### src/rtl/button_arb_pkg.sv
// Shared types and constants for the button event arbiter and its per-channel filters.
package button_arb_pkg;

    typedef enum logic {
        ST_IDLE  = 1'b0,
        ST_OFFER = 1'b1
    } arb_state_e;

    localparam int unsigned DEFAULT_SAMPLE_DIV = 100000;
    localparam int unsigned DEFAULT_STABLE_CNT = 3;

    // Bits needed to hold values 0..n-1; never less than one bit.
    function automatic int unsigned clog2(input int unsigned n);
        int unsigned w;
        w = 1;
        while ((64'd1 << w) < 64'(n)) begin
            w = w + 1;
        end
        return w;
    endfunction

endpackage

### src/rtl/btn_channel.sv
// One button channel: 2-flop synchroniser, tick-sampled history window and
// filtered pressed state with a one-cycle rise strobe.
module btn_channel
    import button_arb_pkg::*;
#(
    parameter int unsigned STABLE_CNT = DEFAULT_STABLE_CNT
) (
    input  logic clk,
    input  logic reset,
    input  logic tick,
    input  logic btn_raw,
    output logic rise,
    output logic stab
);

    logic                  sync1_q, sync1_d;
    logic                  sync2_q, sync2_d;
    logic [STABLE_CNT-2:0] hist_q, hist_d;
    logic                  stab_q, stab_d;
    logic [STABLE_CNT-1:0] window;

    // The window is the stored history plus the sample taken on this tick.
    always_comb begin
        sync1_d = btn_raw;
        sync2_d = sync1_q;
        window  = {hist_q, sync2_q};
        hist_d  = hist_q;
        stab_d  = stab_q;
        rise    = 1'b0;
        if (tick) begin
            hist_d = window[STABLE_CNT-2:0];
            if (&window) begin
                stab_d = 1'b1;
            end else if (~|window) begin
                stab_d = 1'b0;
            end
            rise = ~stab_q & (&window);
        end
    end

    always_ff @(posedge clk) begin
        if (reset) begin
            sync1_q <= 1'b0;
            sync2_q <= 1'b0;
            hist_q  <= '0;
            stab_q  <= 1'b0;
        end else begin
            sync1_q <= sync1_d;
            sync2_q <= sync2_d;
            hist_q  <= hist_d;
            stab_q  <= stab_d;
        end
    end

    assign stab = stab_q;

endmodule

### src/rtl/button_event_arbiter.sv
// Debounced button front end: per-channel filters feed a pending register that a
// round-robin arbiter drains one symbol at a time over valid/ready.
module button_event_arbiter
    import button_arb_pkg::*;
#(
    parameter int unsigned N_BTN      = 4,
    parameter int unsigned SAMPLE_DIV = DEFAULT_SAMPLE_DIV,
    parameter int unsigned STABLE_CNT = DEFAULT_STABLE_CNT,
    localparam int unsigned ID_W      = clog2(N_BTN),
    localparam int unsigned CNT_W     = clog2(SAMPLE_DIV)
) (
    input  logic             clk,
    input  logic             reset,
    input  logic [N_BTN-1:0] btn_in,
    input  logic             sym_ready,
    output logic             sym_valid,
    output logic [ID_W-1:0]  sym_id,
    output logic [N_BTN-1:0] pending,
    output logic             overflow
);

    logic [CNT_W-1:0] cnt_q, cnt_d;
    logic             tick;
    logic [N_BTN-1:0] rise, stab;
    arb_state_e       state_q, state_d;
    logic [ID_W-1:0]  id_q, id_d;
    logic [ID_W-1:0]  rr_q, rr_d;
    logic [N_BTN-1:0] pend_q, pend_d;
    logic [N_BTN-1:0] clr;
    logic             ovf_q, ovf_d;
    logic             accept;
    logic             hi_found;
    logic [ID_W-1:0]  hi_idx, lo_idx, pick_idx;

    always_comb begin
        tick  = (cnt_q == CNT_W'(SAMPLE_DIV - 1));
        cnt_d = tick ? '0 : cnt_q + CNT_W'(1);
    end

    for (genvar i = 0; i < N_BTN; i++) begin : g_chan
        btn_channel #(
            .STABLE_CNT(STABLE_CNT)
        ) u_chan (
            .clk    (clk),
            .reset  (reset),
            .tick   (tick),
            .btn_raw(btn_in[i]),
            .rise   (rise[i]),
            .stab   (stab[i])
        );

        rise_sets_stab: assert property (@(posedge clk) disable iff (reset) rise[i] |=> stab[i]);
    end

    // Lowest set bit at or above rr_q wins; otherwise wrap to the lowest set bit overall.
    always_comb begin
        hi_found = 1'b0;
        hi_idx   = '0;
        lo_idx   = '0;
        for (int i = N_BTN - 1; i >= 0; i--) begin
            if (pend_q[i]) begin
                lo_idx = ID_W'(i);
                if (i >= int'(rr_q)) begin
                    hi_found = 1'b1;
                    hi_idx   = ID_W'(i);
                end
            end
        end
        pick_idx = hi_found ? hi_idx : lo_idx;
    end

    always_comb begin
        state_d = state_q;
        id_d    = id_q;
        rr_d    = rr_q;
        accept  = 1'b0;
        clr     = '0;
        unique case (state_q)
            ST_IDLE: begin
                if (|pend_q) begin
                    id_d    = pick_idx;
                    state_d = ST_OFFER;
                end
            end
            ST_OFFER: begin
                if (sym_ready) begin
                    accept  = 1'b1;
                    state_d = ST_IDLE;
                    rr_d    = (32'(id_q) == N_BTN - 1) ? '0 : id_q + ID_W'(1);
                end
            end
            default: state_d = ST_IDLE;
        endcase
        for (int i = 0; i < N_BTN; i++) begin
            clr[i] = accept && (int'(id_q) == i);
        end
        // A rise on the bit being cleared wins so the new press is reported again.
        pend_d = (pend_q & ~clr) | rise;
        ovf_d  = ovf_q | (|(rise & pend_q & ~clr));
    end

    always_ff @(posedge clk) begin
        if (reset) begin
            cnt_q   <= '0;
            state_q <= ST_IDLE;
            id_q    <= '0;
            rr_q    <= '0;
            pend_q  <= '0;
            ovf_q   <= 1'b0;
        end else begin
            cnt_q   <= cnt_d;
            state_q <= state_d;
            id_q    <= id_d;
            rr_q    <= rr_d;
            pend_q  <= pend_d;
            ovf_q   <= ovf_d;
        end
    end

    assign sym_valid = (state_q == ST_OFFER);
    assign sym_id    = id_q;
    assign pending   = pend_q;
    assign overflow  = ovf_q;

endmodule

### config.mk
export PLATFORM = sky130hd
export DESIGN_NAME = button_event_arbiter
export DESIGN_NICKNAME = d
export VERILOG_FILES = /design/src/rtl/button_arb_pkg.sv /design/src/rtl/btn_channel.sv /design/src/rtl/button_event_arbiter.sv
export SDC_FILE = /design/constraint.sdc
export NUM_CORES = 1
export LEC_CHECK = 0
export BUFFER_PORTS_ARGS = -buffer_cell sky130_fd_sc_hd__buf_2
export CORE_UTILIZATION = 63
export CTS_BUF_LIST = sky130_fd_sc_hd__clkbuf_4 sky130_fd_sc_hd__clkbuf_8 sky130_fd_sc_hd__clkbuf_16
export DETAILED_ROUTE_END_ITERATION = 6
export GPL_ROUTABILITY_DRIVEN = 1
export GPL_TIMING_DRIVEN = 0
export PLACE_DENSITY = 0.81
export SLEW_MARGIN = 20
export SYNTH_ARGS = -nofsm -noshare
export SYNTH_HDL_FRONTEND = slang
export SYNTH_SLANG_ARGS = --single-unit
### constraint.sdc
create_clock -name clk -period 3.4 [get_ports clk]
set_input_delay 0 -clock clk [delete_from_list [all_inputs] [get_ports clk]]
set_output_delay 0 -clock clk [all_outputs]
set_load 0.02 [all_outputs]
* After elaboration in Yosys (flattened, before gate mapping) *
Cells that the tools add are included.
Widths: inputs -> output; s select.

cells by class
  add/subtract/negate cells = 2
  $lt $le $gt $ge = 3
  eq/ne operators = 9
  multiplexer cells = 36
  bitwise logic cells = 15
  reductions and logical operators = 22

operators with widths
  kind                   count
  $mux 2                 12
  $mux 1                 23
  $add 17x1->17 const B  1
  $eq 17x17->1 const B   1
  $and 4x4->4            3
  $reduce_and 2->1       6
  $reduce_and 3->1       4
  $reduce_or 3->1        4
  $ne 2x1->1 const B     4
  $reduce_or 4->1        2
  $eq 2x2->1 const B     3
  $not 1->1              5
  $and 1x1->1            4
  $ge 1x2->1 const A     2
  $logic_and 1x1->1      4
  $not 4->4              1
  $or 4x4->4             1
  $add 2x1->2 const B    1
  $eq 2x1->1 const B     1
  $ge 2x2->1 const A     1
  $logic_not 2->1        1
  $pmux 1 s2             1
  $reduce_or 2->1        1
  $or 1x1->1             1

word-level totals
  flip-flop bits (word level) = 47
  input bits = 7
  logic and storage cells = 109

* Depth between registers and ports, before layout *
Gate-level depths: netlist (run 1).

  word-level depth = 8
  gate-level depth with buffers = 7
  gate-level depth less buffers = 6

* Hierarchy *
A second synthesis (run 1) with hierarchy kept.

unflattened totals
  cells, all modules = 220
  area total of the unflattened synthesis = 1998.2 um^2

modules (own cells, without submodules)
  module                instances  cells each  area each (um^2)  seq. area each (um^2)
  button_event_arbiter  1          152         1297.5            540.5
  btn_channel           4          17          175.2             100.1

* Worst setup path after synthesis (run 1) *
No wires, ideal clock.

  path type = register to register
  start = register cnt_q[5]
  end = register g_chan[2].u_chan.hist_q[0]
  setup time = 0.128 ns
  arrival = 1.737 ns
  setup slack = 1.535 ns
  stages on the path, launching flop included = 7
  buffers on the path = 2
  period minus slack after synthesis = 1.865 ns
  cell sequence = dfxtp_1 -> or4b_4 -> nor4_4 -> buf_6 -> buf_6 -> mux2i_1 -> nor2_1

between the ends
  longest elaborated chain between the ends = 1

ends and longest elaborated chain
  item                    line                         source
  from (decl)             button_event_arbiter.sv:22   logic [CNT_W-1:0] cnt_q, cnt_d;
  from (signal assigned)  button_event_arbiter.sv:111  cnt_q <= cnt_d;
  $eq 17x17->1            button_event_arbiter.sv:36   tick = (cnt_q == CNT_W'(SAMPLE_DIV - 1));
  to (signal assigned)    btn_channel.sv:50            hist_q <= hist_d;
  to (decl)               btn_channel.sv:18            logic [STABLE_CNT-2:0] hist_q, hist_d;

No other way between the ends.
A chain may end at the register's enable or synchronous reset.

* Worst setup path after layout (run 1) *
  start = register cnt_q[5]
  end = register g_chan[1].u_chan.hist_q[1]

between the ends
  longest elaborated chain between the ends = 1

ends and longest elaborated chain
  item                  line
  $eq 17x17->1          button_event_arbiter.sv:36
  to (signal assigned)  btn_channel.sv:50
  to (decl)             btn_channel.sv:18

No other way between the ends.

==> impl_metrics.tcl, run 1 <==
set metrics [dict create \
    htreeDepth 2 \
    drt-initial-drc-count 85 \
    cts_tree "done" \
    min_period_ps 2090 \
    wl_mm 3.90 \
    ys_warn_count 0 \
    hold_path.class "input pin to register" \
    wl_per_cell_um 13.4 \
    arrival_ps 2330 \
    grt_max_degree 15 \
    ir_worst_vdd_uv 302 \
    area.growth.synth_to_final_pct 13.3 \
    final_net_count 258 \
    worstPathMaxFanout 10 \
    critPathRequiredTime_ps 3650 \
    dpl.hpwl_mm 2.79 \
    syn-num-nets 231 \
    setup_viol 0 \
    fp.coreArea_um2 3050 \
    post-cts-setup-buffers 0 \
    fin_util 0.756 \
    syn-instance-count 219 \
    reg2reg_depth 6 \
    grt_pass1_wl_mm 6.47 \
    async_flop_share 0 \
    initial_core_util 0.667 \
    cp_slowest_cell "or4b_4" \
    hold_viol 0 \
    setup_ws_ps 1310 \
    timing.hold.ws_ps 373 \
    relSlewSlack 0.658 \
    rsz0062_at_grt "no" \
    grt_usage 0.246 \
    io_pins 15 \
    synthFlopType "dfxtp_1" \
    synth_edf_count 0 \
    root_buffer "clkbuf_4" \
    critical_path_buf_inv_count 2 \
    worstMarginPinSlew_ps 509 \
    r2r_slack_ps 1310 \
    grt_pass1_vias 1513 \
    cp-end-kind "register" \
    crit_top_cell "buf_6" \
    num_antenna_cells 0 \
    yosysSeqAreaShare 0.462 \
    crit_chain "or4b_4 -> nor4_4 -> buf_6 -> buf_6 -> mux2i_1 -> nor2_1" \
    fmax_ghz 0.479 \
    power.density_nw_per_um2 408 \
    timing.final.crit_share 0.614 \
    ys_seq_elements 47 \
    worst_path_largest_cell_delay_ps 560 \
    drc 0 \
    endpoint "g_chan[1].u_chan.hist_q[1]$_SDFFE_PP0P_" \
    syn_avg_cell_area_um2 9.30 \
    gp_congestion 0.830 \
    drv_slew 0 \
    hold_buffers 6 \
    yosysUniqueCellTypes 43 \
    max_cap_viol_count 0 \
    grt_overflow_total 0 \
    avgViaCountPerCell 5.66 \
    cts_buffer_depth 2 \
    setup_tns_ps 0 \
    antenna_left 0 \
    drt_first_pass_iters 5 \
    outcome "completed" \
    start_kind "register" \
    cp.depth 6 \
    r2r-start "cnt_q[5]$_SDFF_PP0_" \
    cts_buffers 5 \
    r2r-end "g_chan[1].u_chan.hist_q[1]$_SDFFE_PP0P_" \
    fillCellCount 245 \
    ctsResizeCount 0 \
    vias 1648 \
    die_h_um 58.9 \
    skew_ps 5.32 \
    clkTransAtPathRegs_ps 130 \
    path_delay_family "simple AND/OR/NAND/NOR gates" \
    final_layout_size_suffix_gt1_frac 0.130 \
    crit_type "register to register" \
    timing.critical_path.from "cnt_q[5]$_SDFF_PP0_" \
    die_area_um2 3460 \
    cts.sinks 47 \
    p_leak_uw 0.000806 \
    die_x_um 58.9 \
    pre_cts_ws_ps 1360 \
    io_buffers 14 \
    clock_latency_ps 360 \
    antenna_found_initial 0 \
    core.rowCount 20 \
    synth_area_um2 2040 \
]
## routing by layer
metal,wire length [µm],up-vias,global-route usage
met2,1920,32,0.427
met4,56,0,0.102
li1,-,822,-
met3,134,7,0.0505
met5,0,-,0
met1,1790,787,0.295
## worst min-delay path, stage by stage
cell and delay, ps:
dlygate4sd3_1 520, buf_2 90, nor2b_1 100
## cells in the mapped netlist, drive strengths merged, types with 8 or more instances
library cell / number / share of area
dfxtp: 47 / 0.46
nor2: 35 / 0.064
nand3: 15 / 0.037
nand2: 10 / 0.018
xnor2: 10 / 0.043
nor2b: 9 / 0.028
a21oi: 8 / 0.020
inv: 8 / 0.015
mux2i: 8 / 0.039
## cell type report
type,count,area (µm²),share of cell area
multi-input cells,156,1020,0.440
flip-flops and latches,47,941,0.408
repair buffers,20,130,0.0564
well taps,44,55.1,0.0238
clock buffers,6,51.3,0.0222
plain buffers,8,50.0,0.0217
clock inverters,2,35.0,0.0152
inverters,8,30.0,0.0130
## state kept, by name (all words and copies together), names as in the netlist
register and flops:
cnt_q 17, g_chan.u_chan.hist_q 8, g_chan.u_chan.stab 4, g_chan.u_chan.sync1_q 4, g_chan.u_chan.sync2_q 4, overflow 1
pending 4, rr_q 2, sym_id 2, sym_valid 1
## cells by family (layout without fill, tap and decap cells)
| logic type | after synthesis | after routing | share of synthesized area |
|---|---|---|---|
| compound gates | 31 | 31 | 0.107 |
| xor+xnor | 12 | 12 | 0.0516 |
| fa+ha+maj | 5 | 5 | 0.0307 |
| buf+inv | 16 | 44 | 0.0393 |
| flops | 47 | 47 | 0.462 |
| mux | 9 | 9 | 0.0448 |
| simple gates | 99 | 99 | 0.265 |
## placed cells by master, fill, tap and decap left out, types with 2 or more instances in the layout
cell type | Yosys | routed
mux2i_1 | 8 | 8
a22oi_1 | 4 | 4
a21oi_1 | 8 | 8
nor2b_1 | 9 | 9
o21ai_0 | 4 | 4
nand3_1 | 15 | 15
inv_1 | 8 | 8
a2111oi_0 | 2 | 2
buf_6 | 2 | 2
dfxtp_1 | 47 | 47
ha_1 | 5 | 5
a31oi_1 | 4 | 4
xnor2_1 | 10 | 10
nand2b_1 | 2 | 2
and4_1 | 2 | 2
and4b_1 | 4 | 4
a2111oi_2 | 2 | 2
nand2_1 | 10 | 10
nor3_1 | 5 | 5
dlygate4sd3_1 | 0 | 6
or3_1 | 4 | 4
clkbuf_1 | 4 | 4
nor4_1 | 4 | 4
buf_2 | 0 | 14
nor2_1 | 35 | 35
clkbuf_4 | 0 | 5
xor2_1 | 2 | 2
## metrics by stage
step	power, µW	cells	instance area, µm²
2_1_floorplan	591	219	2040
3_3_place_gp	600	277	2160
3_5_place_dp	602	277	2160
4_1_cts	948	291	2310
5_1_grt	974	291	2310
6_report	942	291	2310
## power by group
| part | leakage [µW] | internal, µW | switching, µW | total [µW] |
|---|---|---|---|---|
| combinational | 0.000377 | 15.1 | 16.5 | 31.6 |
| sequential | 0.000381 | 558 | 4.72 | 563 |
| clock | 0.0000482 | 174 | 174 | 348 |
## worst min path at each step
stage / from / end / cells after the start
2_1_floorplan: reset / g_chan[3].u_chan.stab$_SDFFE_PP0P_ / 1
3_3_place_gp: btn_in[2] / g_chan[2].u_chan.sync1_q$_SDFF_PP0_ / 2
3_5_place_dp: btn_in[2] / g_chan[2].u_chan.sync1_q$_SDFF_PP0_ / 2
4_1_cts: btn_in[3] / g_chan[3].u_chan.sync1_q$_SDFF_PP0_ / 3
5_1_grt: btn_in[0] / g_chan[0].u_chan.sync1_q$_SDFF_PP0_ / 3
6_report: btn_in[3] / g_chan[3].u_chan.sync1_q$_SDFF_PP0_ / 3
No activity file was read; power rests on OpenSTA's default activity.
==> run 2, diff against run 1 <==
--- a/config.mk
+++ b/config.mk
@@ -6,12 +6,12 @@
 export NUM_CORES = 1
 export LEC_CHECK = 0
 export BUFFER_PORTS_ARGS = -buffer_cell sky130_fd_sc_hd__buf_2
-export CORE_UTILIZATION = 63
+export CORE_UTILIZATION = 58
 export CTS_BUF_LIST = sky130_fd_sc_hd__clkbuf_4 sky130_fd_sc_hd__clkbuf_8 sky130_fd_sc_hd__clkbuf_16
 export DETAILED_ROUTE_END_ITERATION = 6
 export GPL_ROUTABILITY_DRIVEN = 1
 export GPL_TIMING_DRIVEN = 0
-export PLACE_DENSITY = 0.81
+export PLACE_DENSITY = 0.75
 export SLEW_MARGIN = 20
 export SYNTH_ARGS = -nofsm -noshare
 export SYNTH_HDL_FRONTEND = slang
==> constraint.sdc (replaced) <==
create_clock -name clk -period 2 [get_ports clk]
set_input_delay 0 -clock clk [delete_from_list [all_inputs] [get_ports clk]]
set_output_delay 0 -clock clk [all_outputs]
set_load 0.02 [all_outputs]
==> run 2 against run 1 <==
Against the previous run: first-iteration DRC count rose by 15%; count of clock-buffer cells in the layout did not move; critical path type unchanged; critical endpoint is now g_chan[1].u_chan.stab$_SDFFE_PP0P_; worst setup slack got worse by 1300 ps; largest cell class unchanged.
==> impl_metrics.tcl, run 2 (synthesized netlist as in run 1, its figures left out) <==
set metrics [dict create \
    drv_slew 0 \
    r2r_slack_ps 60 \
    io_buffers 14 \
    start_kind "register" \
    top_register "cnt_q" \
    fp.coreArea_um2 3360 \
    wl_per_cell_um 12.6 \
    wl_mm 3.75 \
    clkTransAtPathRegs_ps 130 \
    vias 1629 \
    timing.final.crit_share 0.971 \
    largest_register_ffs 17 \
    die_area_um2 3750 \
    met2_usage 0.334 \
    cts_buffer_depth 2 \
    worstHoldStart "btn_in[0]" \
    rsz0062_at_grt "yes" \
    hold_viol 0 \
    initial_core_util 0.606 \
    use_met1 0.277 \
    fin_area_um2 2370 \
    clock_latency_ps 370 \
    reg2reg_depth 5 \
    drc 0 \
    skew_ps 9.44 \
    reg.largest.list "cnt_q (17), g_chan.u_chan.hist_q (8)" \
    grt_util_met3 0.0819 \
    drt-initial-drc-count 98 \
    grt_busiest_layer "met2" \
    antenna_left 0 \
    grt_usage 0.217 \
    core.rowCount 21 \
    grt_pass1_vias 1352 \
    ir_worst_vdd_uv 452 \
    setup_viol 0 \
    antenna_found_initial 0 \
    postPlaceCellArea_um2 2160 \
    num_antenna_cells 0 \
    cp_slowest_cell "or4b_4" \
    root_buffer "clkbuf_4" \
    final_common_cell "dfxtp_1" \
    io_pins 15 \
    area.growth.synth_to_final_pct 16.2 \
    crit_type "register to register" \
    min_period_ps 1940 \
    worstHoldPathCells 3 \
    critPathRequiredTime_ps 2280 \
    htreeDepth 2 \
    power.density_nw_per_um2 615 \
    final_layout_size_suffix_gt1_frac 0.167 \
    final_cell_mix "dfxtp_1, nor2_1, nand3_1, buf_2" \
    setup_tns_ps 0 \
    max_cap_viol_count 0 \
    outcome "completed" \
    avgViaCountPerCell 5.47 \
    worstMarginPinSlew_ps 516 \
    dpl.hpwl_mm 2.54 \
    hold_path.class "input pin to register" \
    cp-end-kind "register" \
    cts.sinks 47 \
    grt_pass1_wl_mm 5.84 \
    cts_buffers 5 \
    crit_chain "or4b_4 -> nor4_4 -> buf_4 -> a31oi_1 -> a2111oi_2" \
    drt_first_pass_iters 4 \
    die_x_um 61.3 \
    worst_path_largest_cell_delay_ps 520 \
    p_leak_uw 0.000829 \
    die_h_um 61.3 \
    grt_max_degree 15 \
    r2r-start "cnt_q[5]$_SDFF_PP0_" \
    grt_overflow_total 0 \
    arrival_ps 2220 \
    timing.critical_path.from "cnt_q[5]$_SDFF_PP0_" \
    gp_congestion 0.723 \
    final_net_count 263 \
    cts_tree "done" \
    relSlewSlack 0.653 \
    fmax_ghz 0.515 \
    worstPathMaxFanout 5 \
    timing.hold.ws_ps 371 \
]
==> run 2: cell count changes in the layout (fill, tap and decap cells not counted), moves of 2 or more <==
cell,change
buf_4,+4
dfxtp_1,-3
a2111oi_0,-2
dfxtp_4,+2
==> run 2: routing by layer <==
| metal | wire length (µm) | vias up |
|---|---|---|
| li1 | - | 841 |
| met1 | 1900 | 753 |
| met2 | 1650 | 28 |
| met3 | 138 | 7 |
| met4 | 61 | 0 |
| met5 | 0 | - |
==> run 2: final cells by class <==
type | instances | area [µm²]
Multi-Input combinational cell | 156 | 1030
Tap cell | 46 | 57.6
Buffer | 7 | 52.6
Clock inverter | 2 | 12.5
Clock buffer | 6 | 45.0
Sequential cell | 47 | 950
Timing Repair Buffer | 26 | 193
Fill cell | 294 | 996
Inverter | 8 | 30.0
==> run 2: power breakdown <==
group / leakage, µW / switching (µW) / internal, µW
sequential: 0.000383 / 8.21 / 946
clock: 0.0000317 / 297 / 149
combinational: 0.000415 / 28.4 / 25.7
total: 0.000829 / 334 / 1120
==> run 2: what timing repair did <==
action | CTS | global route
gates cloned | 0 | 1
setup endpoints to repair | 17 | 20
gates resized for setup | 5 | 6
hold buffers | 6 | 0
pin swaps | 1 | 4
endpoints found under the hold margin | 7 | 0
buffers inserted | 4 | 1
==> run 2: worst paths after layout <==
kind / to
hold reg to reg: cnt_q[0]$_SDFF_PP0_
setup / recovery: g_chan[1].u_chan.stab$_SDFFE_PP0P_
hold / removal: g_chan[0].u_chan.sync1_q$_SDFF_PP0_
setup reg to reg: g_chan[1].u_chan.stab$_SDFFE_PP0P_
==> run 2: per-stage QoR <==
step	power (µW)	cells	util	setup slack (ps)
2_1_floorplan	1000	219	-	135
3_3_place_gp	1020	279	0.644	-13.9
3_5_place_dp	1020	279	0.644	-45.2
4_1_cts	1470	297	0.691	5.18
5_1_grt	1530	298	0.704	-33.5
6_report	1460	298	0.704	58.6
==> run 2: critical path, delay by kind of cell, from the launching register on <==
| family | cells | cell delay [ps] |
|---|---|---|
| buf+inv | 1 | 180 |
| compound gates | 2 | 420 |
| simple gates | 2 | 870 |
| flops | 1 | 380 |
==> run 3, diff against run 2 <==
--- a/config.mk
+++ b/config.mk
@@ -11,7 +11,8 @@
 export DETAILED_ROUTE_END_ITERATION = 6
 export GPL_ROUTABILITY_DRIVEN = 1
 export GPL_TIMING_DRIVEN = 0
-export PLACE_DENSITY = 0.75
+export HOLD_SLACK_MARGIN = 0.06
+export PLACE_DENSITY = 0.76
 export SLEW_MARGIN = 20
 export SYNTH_ARGS = -nofsm -noshare
 export SYNTH_HDL_FRONTEND = slang
==> run 3 against run 2 <==
Against the previous run: register-to-register slack hardly changed; critical path depth up 1; final cell count grew 1.0%; via count grew 2.5%; combinational power grew 0.7%; cell area is 1.4% higher; highest routed layer unchanged; fmax about the same; worst hold slack got worse by 3.5 ps; worst setup slack got worse by 0.97 ps; first-iteration DRC count fell by 17%; core utilization up 1.0 points.
==> impl_metrics.tcl, run 3 (synthesized netlist as in run 1, its figures left out) <==
set metrics [dict create \
    max_cap_viol_count 0 \
    top_register "cnt_q" \
    hold_path.class "input pin to register" \
    fmax_ghz 0.515 \
    gp_congestion 0.781 \
    io_buffers 14 \
    final_cell_mix "dfxtp_1, nor2_1, nand3_1, buf_2" \
    r2r-start "cnt_q[11]$_SDFF_PP0_" \
    crit_type "register to register" \
    htreeDepth 2 \
    die_area_um2 3750 \
    setup_viol 0 \
    grt_pass1_wl_mm 5.84 \
    io_pins 15 \
    outcome "completed" \
    endpoint "cnt_q[7]$_SDFF_PP0_" \
    vias 1669 \
    worst_path_largest_cell_delay_ps 540 \
    timing.final.crit_share 0.971 \
    die_h_um 61.3 \
    worstMarginPinSlew_ps 487 \
    initial_core_util 0.606 \
    hold_viol 0 \
    cts_buffers 5 \
    start_kind "register" \
    min_period_ps 1940 \
    antenna_found_initial 0 \
    r2r-end "cnt_q[7]$_SDFF_PP0_" \
    cp-end-kind "register" \
    finalPower_uw 1520 \
    drc 0 \
    rsz0062_at_grt "yes" \
    final_common_cell "dfxtp_1" \
    antenna_left 0 \
    final_layout_size_suffix_gt1_frac 0.176 \
    final_cells 301 \
    placed_cells 279 \
    root_buffer "clkbuf_4" \
    final_net_count 266 \
    critPathRequiredTime_ps 2270 \
    skew_ps 12.9 \
    avgViaCountPerCell 5.54 \
    arrival_ps 2210 \
    r2r_slack_ps 60 \
    wl_mm 3.81 \
    drv_slew 0 \
    cts_tree "done" \
    power.density_nw_per_um2 634 \
    drt_first_pass_iters 4 \
    worstPathMaxFanout 10 \
    crit_chain "or4b_4 -> nor4_4 -> or2_2 -> clkbuf_2 -> buf_6 -> nor2_1" \
    area.growth.synth_to_final_pct 17.9 \
    timing.hold.ws_ps 367 \
    clock_latency_ps 370 \
    die_x_um 61.3 \
    wl_per_cell_um 12.7 \
    timing.critical_path.from "cnt_q[11]$_SDFF_PP0_" \
    relSlewSlack 0.673 \
    num_antenna_cells 0 \
    grt_pass1_vias 1382 \
    grt_max_degree 14 \
    drt-initial-drc-count 81 \
    cts_buffer_depth 2 \
    grt_usage 0.218 \
    ir_worst_vdd_uv 365 \
    dpl.hpwl_mm 2.48 \
    clkTransAtPathRegs_ps 130 \
    core.rowCount 21 \
    grt_overflow_total 0 \
    reg2reg_depth 6 \
    cts.sinks 47 \
    p_leak_uw 0.000855 \
    cp_slowest_cell "or4b_4" \
    fp.coreArea_um2 3360 \
    largest_register_ffs 17 \
    reg.largest.list "cnt_q (17), g_chan.u_chan.hist_q (8)" \
]
## run 3: how the worst min path moves through the flow
stage / end / slack [ps] / cells after the start / startpoint
CTS: g_chan[3].u_chan.sync1_q$_SDFF_PP0_ / 360 / 3 / btn_in[3]
detailed placement: g_chan[3].u_chan.sync1_q$_SDFF_PP0_ / 220 / 2 / btn_in[3]
finish: g_chan[3].u_chan.sync1_q$_SDFF_PP0_ / 370 / 3 / btn_in[3]
floorplan: g_chan[3].u_chan.stab$_SDFFE_PP0P_ / 80 / 1 / reset
global route: g_chan[3].u_chan.sync1_q$_SDFF_PP0_ / 380 / 3 / btn_in[3]
global placement: g_chan[1].u_chan.sync1_q$_SDFF_PP0_ / 210 / 2 / btn_in[1]
## run 3: layer usage
layer,part of all wire,vias up,GRT usage
met3,0.031,8,0.0735
met5,0,-,0
met2,0.46,27,0.325
li1,-,840,-
met1,0.49,794,0.281
met4,0.019,0,0.107
## run 3: layout make-up
cell class              count  area (µm²)
plain buffers               8        57.6
multi-input cells         156        1030
flip-flops and latches     47         950
repair buffers             28         208
clock buffers               8        72.6
inverters                   8        30.0
well taps                  46        57.6
fillers                   281         962
## run 3: what timing repair did
action | CTS | global route
cloned | 0 | 1
setup endpoints to repair | 8 | 23
hold buffers | 6 | 0
resized for setup | 4 | 6
buffers inserted | 4 | 3
hold endpoints to repair | 12 | 0
pin swaps | 1 | 3
## run 3: power breakdown
group          internal (µW)  switching [µW]
Clock                    221             293
Combinational           26.2            28.2
Sequential               946            8.12
## run 3: critical path: cells and delay by family, from the launching register on
| kind | cells | cell delay, ps |
|---|---|---|
| DFF | 1 | 360 |
| and+or+nand+nor | 4 | 1120 |
| buffers and inverters | 2 | 360 |
## run 3: through the flow
| step | utilization | setup WS, ps | TNS, ps | cell area (µm²) |
|---|---|---|---|---|
| finish | 0.714 | 57.6 | 0 | 2400 |
| global route | 0.714 | -45.8 | -189 | 2400 |
| CTS | 0.695 | 6.53 | 0 | 2340 |
| detailed placement | 0.644 | -19.1 | -57.0 | 2160 |
| global placement | 0.644 | -0.836 | -1.41 | 2160 |
| floorplan | - | 135 | 0 | 2040 |
